[src/rtl/instr_register_pkg.sv]
// Shared types for the instruction-register load arbiter: instruction fields,
// register addressing and the load/readback FSM encoding.
package instr_register_pkg;

  localparam int DEPTH_DEFAULT = 32;

  typedef enum logic [3:0] {ZERO, PASSA, PASSB, ADD, SUB, MULT, DIV, MOD} opcode_t;
  typedef logic signed [31:0] operand_t;
  typedef logic [4:0]         address_t;

  typedef struct packed {
    opcode_t  opc;
    operand_t op_a;
    operand_t op_b;
  } instruction_t;

  typedef enum logic [1:0] {IDLE, READ, DRAIN, DONE} arb_state_t;

  // Division by zero is rejected at acceptance rather than stored.
  function automatic logic is_div0(opcode_t opc, operand_t op_b);
    return ((opc == DIV) || (opc == MOD)) && (op_b == '0);
  endfunction

endpackage

[src/rtl/rr_arbiter2.sv]
// Two-requester round-robin arbiter: one-hot grant, the requester not granted
// last wins a tie; after reset requester 0 wins first.
module rr_arbiter2 (
  input  logic       clk,
  input  logic       reset,
  input  logic [1:0] i_req,
  output logic [1:0] o_grant
);

  logic r_last;

  always_comb begin
    o_grant = i_req;
    if (i_req == 2'b11) o_grant = r_last ? 2'b01 : 2'b10;
  end

  always_ff @(posedge clk) begin
    if (reset)                  r_last <= 1'b1;
    else if (o_grant != 2'b00)  r_last <= o_grant[1];
  end

endmodule

[src/rtl/instr_load_arbiter.sv]
// Arbitrates two instruction loaders into the instruction register and streams
// the stored entries back out on request.
//   state | meaning
//   IDLE  | accepting loads, waiting for rd_start
//   READ  | driving read_pointer 0..count-1
//   DRAIN | collecting the last read word
//   DONE  | rd_done pulse, clear count and write pointer
module instr_load_arbiter
  import instr_register_pkg::*;
#(
  parameter int DEPTH = DEPTH_DEFAULT
) (
  input  logic                   clk,
  input  logic                   reset,
  input  logic [1:0]             req_valid,
  output logic [1:0]             req_ready,
  input  opcode_t                req_opcode    [2],
  input  operand_t               req_operand_a [2],
  input  operand_t               req_operand_b [2],
  input  logic                   rd_start,
  output logic                   load_en,
  output address_t               write_pointer,
  output opcode_t                opcode,
  output operand_t               operand_a,
  output operand_t               operand_b,
  output address_t               read_pointer,
  input  instruction_t           instruction_word,
  output logic                   out_valid,
  output instruction_t           out_word,
  output address_t               out_index,
  output logic                   rd_done,
  output logic                   err_div0,
  output logic [$clog2(DEPTH):0] count
);

  localparam int CNT_W = $clog2(DEPTH) + 1;

  arb_state_t       r_state, w_next;
  address_t         r_wr_ptr, r_rd_ptr;
  logic [CNT_W-1:0] r_count;
  logic             w_can_grant, w_xfer, w_sel, w_div0, w_load, w_last_rd;
  logic [1:0]       w_req, w_grant;
  opcode_t          w_opc;
  operand_t         w_a, w_b;
  instruction_t     w_rd_word;

  assign w_can_grant = (r_state == IDLE) && (r_count < CNT_W'(DEPTH)) && !rd_start;
  assign w_req       = req_valid & {2{w_can_grant}};

  rr_arbiter2 u_arb (
    .clk     (clk),
    .reset   (reset),
    .i_req   (w_req),
    .o_grant (w_grant)
  );

  assign req_ready = w_grant;
  assign w_xfer    = |w_grant;
  assign w_sel     = w_grant[1];
  assign w_opc     = req_opcode[w_sel];
  assign w_a       = req_operand_a[w_sel];
  assign w_b       = req_operand_b[w_sel];
  assign w_div0    = is_div0(w_opc, w_b);
  assign w_load    = w_xfer && !w_div0;
  assign w_last_rd = (CNT_W'(r_rd_ptr) == (r_count - CNT_W'(1)));
  assign count     = r_count;

  // A load still in flight when readback starts has not reached the register yet.
  assign w_rd_word = (load_en && (write_pointer == r_rd_ptr)) ?
                     {opcode, operand_a, operand_b} : instruction_word;

  always_ff @(posedge clk) begin
    if (reset) r_state <= IDLE;
    else       r_state <= w_next;
  end

  always_comb begin
    w_next = r_state;
    case (r_state)
      IDLE:    if (rd_start) w_next = (r_count == '0) ? DONE : READ;
      READ:    if (w_last_rd) w_next = DRAIN;
      DRAIN:   w_next = DONE;
      DONE:    w_next = IDLE;
      default: w_next = IDLE;
    endcase
  end

  always_comb begin
    read_pointer = (r_state == READ) ? r_rd_ptr : '0;
    rd_done      = (r_state == DONE);
  end

  always_ff @(posedge clk) begin
    if (reset) begin
      r_wr_ptr      <= '0;
      r_rd_ptr      <= '0;
      r_count       <= '0;
      load_en       <= 1'b0;
      err_div0      <= 1'b0;
      write_pointer <= '0;
      opcode        <= ZERO;
      operand_a     <= '0;
      operand_b     <= '0;
      out_valid     <= 1'b0;
      out_word      <= '0;
      out_index     <= '0;
    end else begin
      load_en  <= w_load;
      err_div0 <= w_xfer && w_div0;
      if (w_load) begin
        write_pointer <= r_wr_ptr;
        opcode        <= w_opc;
        operand_a     <= w_a;
        operand_b     <= w_b;
        r_wr_ptr      <= r_wr_ptr + address_t'(1);
        r_count       <= r_count + CNT_W'(1);
      end else if (r_state == DONE) begin
        r_wr_ptr <= '0;
        r_count  <= '0;
      end
      r_rd_ptr  <= (r_state == READ) ? r_rd_ptr + address_t'(1) : '0;
      out_valid <= (r_state == READ);
      if (r_state == READ) begin
        out_word  <= w_rd_word;
        out_index <= r_rd_ptr;
      end
    end
  end

endmodule

[config.mk]
export PLATFORM = sky130hd
export DESIGN_NAME = instr_load_arbiter
export DESIGN_NICKNAME = d
export VERILOG_FILES = /design/src/rtl/instr_register_pkg.sv /design/src/rtl/rr_arbiter2.sv /design/src/rtl/instr_load_arbiter.sv
export SDC_FILE = /design/constraint.sdc
export NUM_CORES = 1
export LEC_CHECK = 0
export ABC_AREA = 1
export BUFFER_PORTS_ARGS = -buffer_cell sky130_fd_sc_hd__buf_4
export CAP_MARGIN = 0
export CELL_PAD_IN_SITES_DETAIL_PLACEMENT = 2
export CELL_PAD_IN_SITES_GLOBAL_PLACEMENT = 2
export CORE_MARGIN = 2
export CORE_UTILIZATION = 26
export CTS_CLUSTER_DIAMETER = 150
export DETAILED_ROUTE_END_ITERATION = 6
export PLACE_DENSITY_LB_ADDON = 0.25
export SYNTH_ARGS = -nofsm -noshare
export SYNTH_HDL_FRONTEND = slang
export SYNTH_SLANG_ARGS = --single-unit
[constraint.sdc]
create_clock -name clk -period 4.7 [get_ports clk]
set_clock_uncertainty 0.2 [all_clocks]
set_input_delay 0.705 -clock clk [delete_from_list [all_inputs] [get_ports clk]]
set_output_delay 0.705 -clock clk [all_outputs]
set_load 0.05 [all_outputs]
; ---- Yosys cells after proc, flatten, opt, wreduce, memory -nomap -nowiden
; Index checks and enable logic that the tools add are counted.
[op_classes]
reduce_logical = 17
bitwise_logic = 3
muxes = 21
magnitude_cmp = 2
n_eq_ne = 10
add_sub_neg = 4
[ops]
columns = cell, count
row1 = 32-bit two-way mux, 6
row2 = 68-bit two-way mux, 1
row3 = 32-bit zero test, 1
row4 = 5-bit two-way mux, 3
row5 = 4-bit two-way mux, 3
row6 = 6-bit two-way mux, 2
row7 = 5-bit by 1-bit adder with 5-bit output (second input constant), 2
row8 = 2-bit two-way mux, 5
row9 = 4-bit by 3-bit equality test with 1-bit output (second input constant), 2
row10 = 2-bit case mux with 4 select lines, 1
row11 = 6-bit by 1-bit adder with 6-bit output (second input constant), 1
row12 = 2-bit equality test (second input constant), 3
row13 = 5-bit by 6-bit equality test with 1-bit output, 1
row14 = 1-bit logical AND, 6
row15 = 6-bit zero test, 1
row16 = 6-bit < comparator (second input constant), 1
row17 = 6-bit by 1-bit subtractor with 6-bit output (second input constant), 1
row18 = 5-bit equality test, 1
row19 = 2-bit != test (second input constant), 2
row20 = 2-bit nonzero test, 2
row21 = 2-bit OR reduction, 2
row22 = 2-bit bitwise AND, 1
row23 = 2-bit by 1-bit equality test with 1-bit output (second input constant), 1
row24 = 2-bit greater-or-equal comparator (second input constant), 1
row25 = 6 further kinds, 7
[totals]
output_inout_bits = 163
regBits = 168
elab_cells = 73
input_bits = 209

; ---- Logic depth before layout (Yosys ltp)
; Gate-level depths: netlist (run 1).
[depth]
depth_word = 16
mapped_depth = 20
depth_no_buf = 17

; ---- By module
; Synthesis (run 1) repeated with hierarchy kept, for this count alone.
[hier_totals]
cells_unflattened = 1418
area_unflattened_um2 = 8753.4
[modules_own_cells]
columns = module, seq_area_each_um2, cells_per_inst, area_per_inst_um2, n_inst
row1 = instr_load_arbiter, 3343.2, 1409, 8697.1, 1
row2 = rr_arbiter2, 20.0, 9, 56.3, 1

; ---- Worst setup path after synthesis (run 1)
; No wires, ideal clock.
[synth_path]
kind = input-to-output
start = in rd_start
end = out req_ready[1]
required_ns = 3.795
path_slack_ns = 1.833
cell_stages = 7
arrival_time_ns = 1.962
cell_sequence = inv_1 -> nand2_1 -> nor2_8 -> nand2_2 -> inv_1 -> buf_2 -> buf_1
[synth_via]
elab_chain_cells = 5
[synth_lines]
columns = element, line_no
row1 = "start, declared", instr_load_arbiter.sv:20  ; input logic rd_start,
row2 = 1-bit zero test (*), instr_load_arbiter.sv:47  ; assign w_can_grant = (r_state == IDLE) && (r_count < CNT_W'(DEPTH)) && !rd_start;
row3 = 1-bit logical AND (*), instr_load_arbiter.sv:47
row4 = 2-bit bitwise AND (*), instr_load_arbiter.sv:48  ; assign w_req = req_valid & {2{w_can_grant}};
row5 = 2-bit equality test, rr_arbiter2.sv:14  ; if (i_req == 2'b11) o_grant = r_last ? 2'b01 : 2'b10;
row6 = 2-bit two-way mux (*), rr_arbiter2.sv:14
row7 = "end, declared", instr_load_arbiter.sv:16  ; output logic [1:0] req_ready,
; Mark *: on every way between the ends. The rest lies on a longest branch, timed or not.

; ---- Worst setup path after layout (run 1)
[layout_path]
start = reg r_state[0]
end = reg r_wr_ptr[1]
[layout_via]
elab_chain_cells = 16
word_cells_on_any_way = 24
cone_classes = 4 x eq/ne / 8 x mux / 2 x bitwise / 10 x reduce/logical
[layout_lines]
columns = element, line_no
row1 = "start, declared", instr_load_arbiter.sv:38  ; arb_state_t r_state, w_next;
row2 = "start signal, assigned", instr_load_arbiter.sv:74  ; else r_state <= w_next;
row3 = 2-bit zero test, instr_load_arbiter.sv:47
row4 = 1-bit logical AND (2 in series), instr_load_arbiter.sv:47
row5 = 2-bit bitwise AND, instr_load_arbiter.sv:48
row6 = 2-bit equality test, rr_arbiter2.sv:14
row7 = 2-bit two-way mux, rr_arbiter2.sv:14
row8 = 1-bit NOT with 2-bit output (implied by the code), "instr_load_arbiter.sv:60, instr_load_arbiter.sv:62"
row9 = 4-bit two-way mux (implied by the code) (3 in series), instr_load_arbiter.sv:60  ; assign w_opc = req_opcode[w_sel];
row10 = 4-bit by 3-bit equality test with 1-bit output, instr_register_pkg.sv:21  ; return ((opc == DIV) || (opc == MOD)) && (op_b == '0);
row11 = 1-bit logical OR, instr_register_pkg.sv:21
row12 = 1-bit logical AND, instr_register_pkg.sv:21
row13 = 1-bit zero test, instr_load_arbiter.sv:64  ; assign w_load = w_xfer && !w_div0;
row14 = 1-bit logical AND, instr_load_arbiter.sv:64
row15 = 5-bit two-way mux or 2-bit nonzero test (tied branches), --
row16 = "end signal, assigned", instr_load_arbiter.sv:115  ; r_wr_ptr <= r_wr_ptr + address_t'(1);
row17 = "end, declared", instr_load_arbiter.sv:39  ; address_t r_wr_ptr, r_rd_ptr;
; Parallel ways exist; a longest one is shown, timed or not. The select of a mux whose other input is x is not followed.
; A chain may end at the register's enable or synchronous reset.

==> results of run 1 <==
## path summary, 6_finish.rpt
check	slack, ns	startpoint	end	cells after the start
worst max register to register	0.86	r_state[0]	r_wr_ptr[1]	17
worst max-delay path	0.86	r_state[0]	r_wr_ptr[1]	17
worst min-delay path	0.28	out_index[2]	out_index[2]	2
worst min register to register	0.28	out_index[2]	out_index[2]	2
## logic make-up (layout without fill, tap and decap cells)
family                     count (synthesis)  in the layout  share of synthesized area, %
xor gates and xnor gates                  16             16                         1.640
buffers and inverters                    214            542                         11.31
other                                      0              3                             0
adders and majority gates                 10             10                         1.465
and+or+nand+nor                          688            688                         34.29
muxes                                      1              1                        0.1172
AOI/OAI and AO/OA                        164            164                         11.82
DFF                                      168            168                         39.37
## placed cells by master (no fill, tap or decap), drive strengths merged, types with 7 or more instances in the layout
cell    count
o211ai     69
nor2      180
nand4       7
ha         10
a21oi      20
dfxtp     168
nand2     366
clkbuf     18
inv       137
xor2        9
buf       382
nand3     110
xnor2       7
nand3b     16
o21ai      73
## worst reg2reg max path: cells and delay by family (launching register included)
| kind | cells | cell delay (ns) |
|---|---|---|
| adders and majority gates | 1 | 0.21 |
| buffers and inverters | 4 | 0.96 |
| DFF | 1 | 0.43 |
| AOI/OAI and AO/OA | 1 | 0.09 |
| and+or+nand+nor | 11 | 1.80 |
## metrics by stage
| stage | setup slack, ns | area (sq um) | hold WS, ns |
|---|---|---|---|
| CTS | 0.8176 | 12130 | 0.2731 |
| floorplan | 1.833 | 8543 | 0.2520 |
| finish | 0.8622 | 12140 | 0.2757 |
| detailed placement | 0.8113 | 11540 | 0.2604 |
| global placement | 0.8337 | 11540 | 0.2557 |
| global route | 0.4742 | 12140 | 0.3005 |
## layout make-up
| class | instances | area [sq um] |
|---|---|---|
| inverter | 128 | 484.2 |
| multi-input combinational | 879 | 4244 |
| antenna | 3 | 7.507 |
| sequential | 168 | 3363 |
| fill | 3905 | 20320 |
| clock inverter | 14 | 153.9 |
| clock buffer | 18 | 439.2 |
| tap | 442 | 553.0 |
| timing repair buffer | 382 | 2893 |
## where the power goes
group	total (W)	switching (W)	internal (W)	leakage (nW)
registers	0.00216	0.000334	0.00183	1.38
logic	0.00363	0.00258	0.00105	4.50
clock network	0.00145	0.000680	0.000772	0.292
total	0.00724	0.00359	0.00365	6.17
## registers in the layout (all words and copies together) (netlist names)
| signal | count |
|---|---|
| out_word | 68 |
| operand_a | 32 |
| operand_b | 32 |
| count | 6 |
| out_index | 5 |
| r_rd_ptr | 5 |
| r_wr_ptr | 5 |
| write_pointer | 5 |
| opcode | 4 |
| r_state | 2 |
| err_div0 | 1 |
| load_en | 1 |
| out_valid | 1 |
| u_arb.r_last | 1 |
## routing by layer
metal  part of all wire, %  vias to the layer above  routed length [microns]  global-route usage, %
met5                 0.034                        -                       13                      0
met4                   1.7                        2                      665                  6.413
met3                   4.8                       32                     1848                  4.011
met2                    51                      229                    19370                  39.07
met1                    43                     4681                    16300                  26.59
li1                      -                     4631                        -                      -
==> qor.yml, run 1 <==
global_route:
  grt.overflow.total: 0
  grt_pass1_wl_microns: 57800
  grt_pass1_vias: 10220
  grt_max_degree: 87
  grt.total_usage_pct: 21.88
  antenna_found_initial: 4
setup_path:
  worstPathArrival_ns: 3.94
  slowest_stage: "nand2_4"
  cp-start-kind: "flop"
  cp_slowest_stage_delay_ns: 0.48
  cp_cell_sequence: "inv_1 -> ha_1 -> nand2_1 -> nor2_8 -> nand2_4 -> inv_2 -> nand2_1 -> nand2_1 -> nor2_1 -> nand3_1 -> nor2_2 -> nand3_4 -> nand2_4 -> clkinv_2 -> buf_12 -> nand2_1 -> o21ai_0"
  path_common_cell: "nand2_1"
  cp_top_family: "simple AND/OR/NAND/NOR gates"
  cp.required_ns: 4.81
  end_kind: "flop"
  path_class: "flop to flop"
  worstPathMaxFanout: 61
  critical_path_buf_inv_count: 4
clock_network:
  htree_levels: 4
  cts_tree: "yes"
  clk_pin_slew_worst_paths_ns: 0.07
  cts_resized: 0
  hold_buffers: 0
  post_cts_buffers: 0
  clockBufferDepth: 2
  clk_latency_ns: 0.43
  cts_inserted_buffers: 17
  clock-sinks: 168
  cts_root_buf: "clkbuf_16"
drt:
  drt_iter0_drc: 379
  drcViolationCount: 0
  vias: 9575
  ant_nets: 0
  postRouteWirelength_microns: 38200
  route.detailed.wl_per_inst_microns: 18.78
  avgViaCountPerCell: 4.707
  dr.pass1.iters: 5
timing:
  period_share_pct: 81.66
  maxSlewViolCount: 0
  hold_viol: 0
  relSlewSlack_pct: 42.17
  fmax_mhz: 260.6
  rsz0062_at_grt: "false"
  worstMarginPinSlew_ns: 0.8675
  fin_tns_setup_ns: 0
  setup_violations: 0
  period_minus_slack_ns: 3.838
finish:
  drive_above_1_share_pct: 28.51
  final_cells: 2034
  post-route-util_pct: 37.40
  finalNetCount: 1795
  synthToLayoutAreaGrowth_pct: 42.08
synth:
  ys_seq_area_share_pct: 39.37
  synth-edff-count: 0
  syn_area_sq_um: 8543
  synth_top_area_share_pct: 39.37
  netlist_instances: 1261
  synthTopCellsByArea: "dfxtp_1, nand2_1, nor2_1, nand3_1, o211ai_1"
  synth_cell_types: 35
  async_flop_share_pct: 0
  synth_flop_cell: "dfxtp_1"
  yosys.area.top_type: "dfxtp_1"
  synth_nets: 1480
  synth_most_common_cell: "nand2_1"
  synth_seq_cells: 168
  ys_top_cells_by_count: "nand2_1, dfxtp_1, nor2_1"
  synth_area_per_cell_sq_um: 6.775
  ys_warn_count: 0
pwr:
  p_leak_nw: 6.172
  power.density_nw_per_um2: 596.5
  ir_drop_mv: 0.2597
  power_w: 0.007241
placement:
  dp_hpwl_microns: 28570
  io_buffer_count: 371
  dp_cells: 1999
  place_congestion: 0.7851
floorplanning:
  io_pins: 372
  core_area_sq_um: 32450
  die-area_sq_um: 34330
  die-height_microns: 185.3
  initial_core_util_pct: 26.32
  row_count: 66
  die_w_microns: 185.3
status:
  status: "finished clean"
flow_run:
  cap_violations: 0
worst_hold_path:
  hold_path_class: "flop to flop"
Power figures use the tool's default switching activity.
==> run 2: changes to the inputs <==
Settings changed: ABC_AREA 1 to 0, CORE_UTILIZATION 26 to 25.
Clock period 4.7 ns to 3.9 ns, I/O delays scaled along.
==> qor.yml, run 2 <==
status:
  status: "finished clean"
clock_network:
  cts_tree: "yes"
  cts_inserted_buffers: 17
  cts_resized: 0
  clk_pin_slew_worst_paths_ns: 0.08
  clk_latency_ns: 0.44
  htree_levels: 4
  post_cts_buffers: 0
  hold_buffers: 0
  clockBufferDepth: 2
  cts_root_buf: "clkbuf_16"
  clock-sinks: 168
global_route:
  grt_pass1_wl_microns: 50160
  grt_pass1_vias: 8430
  grt.overflow.total: 0
  antenna_found_initial: 0
  grt.total_usage_pct: 20.64
  grt_max_degree: 125
synth:
  synth_cell_types: 37
  synth_compound_area_share_pct: 16.76
  synth_area_per_cell_sq_um: 8.503
  syn_area_sq_um: 7594
  yosys.area.top_type: "dfxtp_1"
  synth_fa_ha_area_share_pct: 1.648
  ys_seq_area_share_pct: 44.29
  synth_flop_cell: "dfxtp_1"
  netlist_instances: 893
  synthTopCellsByArea: "dfxtp_1, mux2i_1, a311oi_1, nor2_1, nand2_1"
  synth_seq_cells: 168
  synth-edff-count: 0
  synth-simple-area-share_pct: 21.32
  ys_top_cells_by_count: "dfxtp_1, nor2_1, nand2_1"
  async_flop_share_pct: 0
  synth_mux_area_share_pct: 9.623
  synthXorXnorAreaFrac_pct: 1.615
  synth_nets: 1112
  synth_most_common_cell: "dfxtp_1"
  synth_top_area_share_pct: 44.29
  synth_top_family_by_area: "simple AND/OR/NAND/NOR gates"
  ys_warn_count: 0
timing:
  worstMarginPinSlew_ns: 0.8847
  period_share_pct: 79.28
  period_minus_slack_ns: 3.092
  fmax_mhz: 323.4
  rsz0062_at_grt: "false"
  maxSlewViolCount: 0
  relSlewSlack_pct: 41.02
  hold_viol: 0
  fin_tns_setup_ns: 0
  fin_ws_ns: 0.8081
  setup_violations: 0
floorplanning:
  die-area_sq_um: 31780
  io_pins: 372
  core_area_sq_um: 29800
  initial_core_util_pct: 25.49
  row_count: 63
  die-height_microns: 178.3
  die_w_microns: 178.3
finish:
  nFillCells: 3430
  largestRegisters: "out_word: 68 flops, operand_a: 32 flops, operand_b: 32 flops"
  drive_above_1_share_pct: 34.42
  max_flop_register: "out_word"
  diodes: 0
  layout_commonest_cell: "buf_4"
  largest_reg_flops: 68
  fin_area_sq_um: 11280
  synthToLayoutAreaGrowth_pct: 48.56
  finalNetCount: 1438
  post-route-util_pct: 37.86
  final_cell_mix: "buf_4, dfxtp_1, nor2_1, nand2_1, mux2i_1"
drt:
  postRouteWirelength_microns: 33450
  drt-met1-wl_microns: 13530
  dr.pass1.iters: 6
  top_layer: "met4"
  dr_wl_met3_microns: 2647
  drt_iter0_drc: 264
  drcViolationCount: 0
  ant_nets: 0
  wl_met2_microns: 16700
  avgViaCountPerCell: 4.948
  route.detailed.wl_per_inst_microns: 20.63
  vias: 8025
placement:
  io_buffer_count: 371
  place_ws_ns: 0.4175
  placedInstanceArea_sq_um: 10740
  place_congestion: 0.7851
  dp_hpwl_microns: 24830
setup_path:
  worstPathMaxFanout: 124
  cp_slowest_stage_delay_ns: 0.58
  critical_path_buf_inv_count: 2
  cp_top_family: "compound AO/OA/AOI/OAI gates"
  path_common_cell: "nor2_1"
  path_class: "flop to flop"
  slowest_stage: "o22ai_4"
  r2r_slack_ns: 0.81
  cp_cell_sequence: "inv_1 -> ha_1 -> nand2b_1 -> nor2_1 -> nand3_1 -> o22ai_4 -> buf_12 -> nor2_1 -> a311oi_1"
  worstPathArrival_ns: 3.23
  cp.required_ns: 4.04
  cp-start-kind: "flop"
  end_kind: "flop"
worst_hold_path:
  hold_path_class: "input port to flop"
flow_run:
  cap_violations: 0
pwr:
  power.density_nw_per_um2: 733.5
  p_leak_nw: 4.702
  ir_drop_mv: 0.2671
run 2: cell count changes after synthesis, sizes merged, moves of 19 or more:
cell    previous run  this run
o211ai            69         0
a311oi             0        70
o21ai             73         1
nand2            366       147
a211oi             0        69
buf               40        21
nor2             180       158
inv              128         9
mux2i              1        73
nand3            110        14
run 2: per-stage QoR:
stage          power (W)  cells  hold slack, ns
2_1_floorplan   0.005302    893          0.2500
5_1_grt         0.008773   1622          0.2065
6_report        0.008275   1622          0.2127
4_1_cts         0.008402   1622          0.1889
3_3_place_gp    0.006648   1590          0.2707
3_5_place_dp    0.006742   1590          0.2763
run 2: metal layers:
metal / vias to the layer above / GRT usage, %
met5: - / 0
met4: 0 / 5.454
met3: 31 / 7.076
met2: 248 / 36.55
met1: 3927 / 23.63
li1: 3819 / -
run 2: final cells by class:
type                    count  area (sq um)  share of cell area [%]
multi-input cells         638          3914                   34.69
clock buffers              21         450.4                   3.993
repair buffers            385          2940                   26.06
inverters                   9         33.78                  0.2995
clock inverters            11         91.34                  0.8097
flip-flops and latches    168          3363                   29.81
well taps                 390         488.0                   4.326
run 2: final timing paths:
check                                       from            end  cells past startpoint
worst max-delay path                  r_state[0]  operand_b[12]                      9
worst min-delay path            req_operand_a[0]   operand_a[0]                      3
worst max register to register        r_state[0]  operand_b[12]                      9
worst min register to register      u_arb.r_last   u_arb.r_last                      1
run 2: cell families (layout without fill, tap and decap cells):
| logic type | after synthesis | count (layout) |
|---|---|---|
| AO/OA/AOI/OAI | 163 | 163 |
| XOR/XNOR | 14 | 14 |
| adder cells (fa/ha/maj) | 10 | 10 |
| buffers and inverters | 87 | 426 |
| flip-flops | 168 | 168 |
| multiplexers | 73 | 73 |
| AND/OR/NAND/NOR | 378 | 378 |
run 2: power breakdown:
part	switching, W	internal (W)	leakage (nW)
sequential	0.000334	0.00217	1.38
clock	0.000782	0.000845	0.251
combinational	0.00285	0.00129	3.07
run 2: worst register-to-register path: stages, from the launching register on:
cell	delay, ns
dfxtp_1	0.37
inv_1	0.13
ha_1	0.19
nand2b_1	0.10
nor2_1	0.23
nand3_1	0.22
o22ai_4	0.58
buf_12	0.47
nor2_1	0.24
a311oi_1	0.28
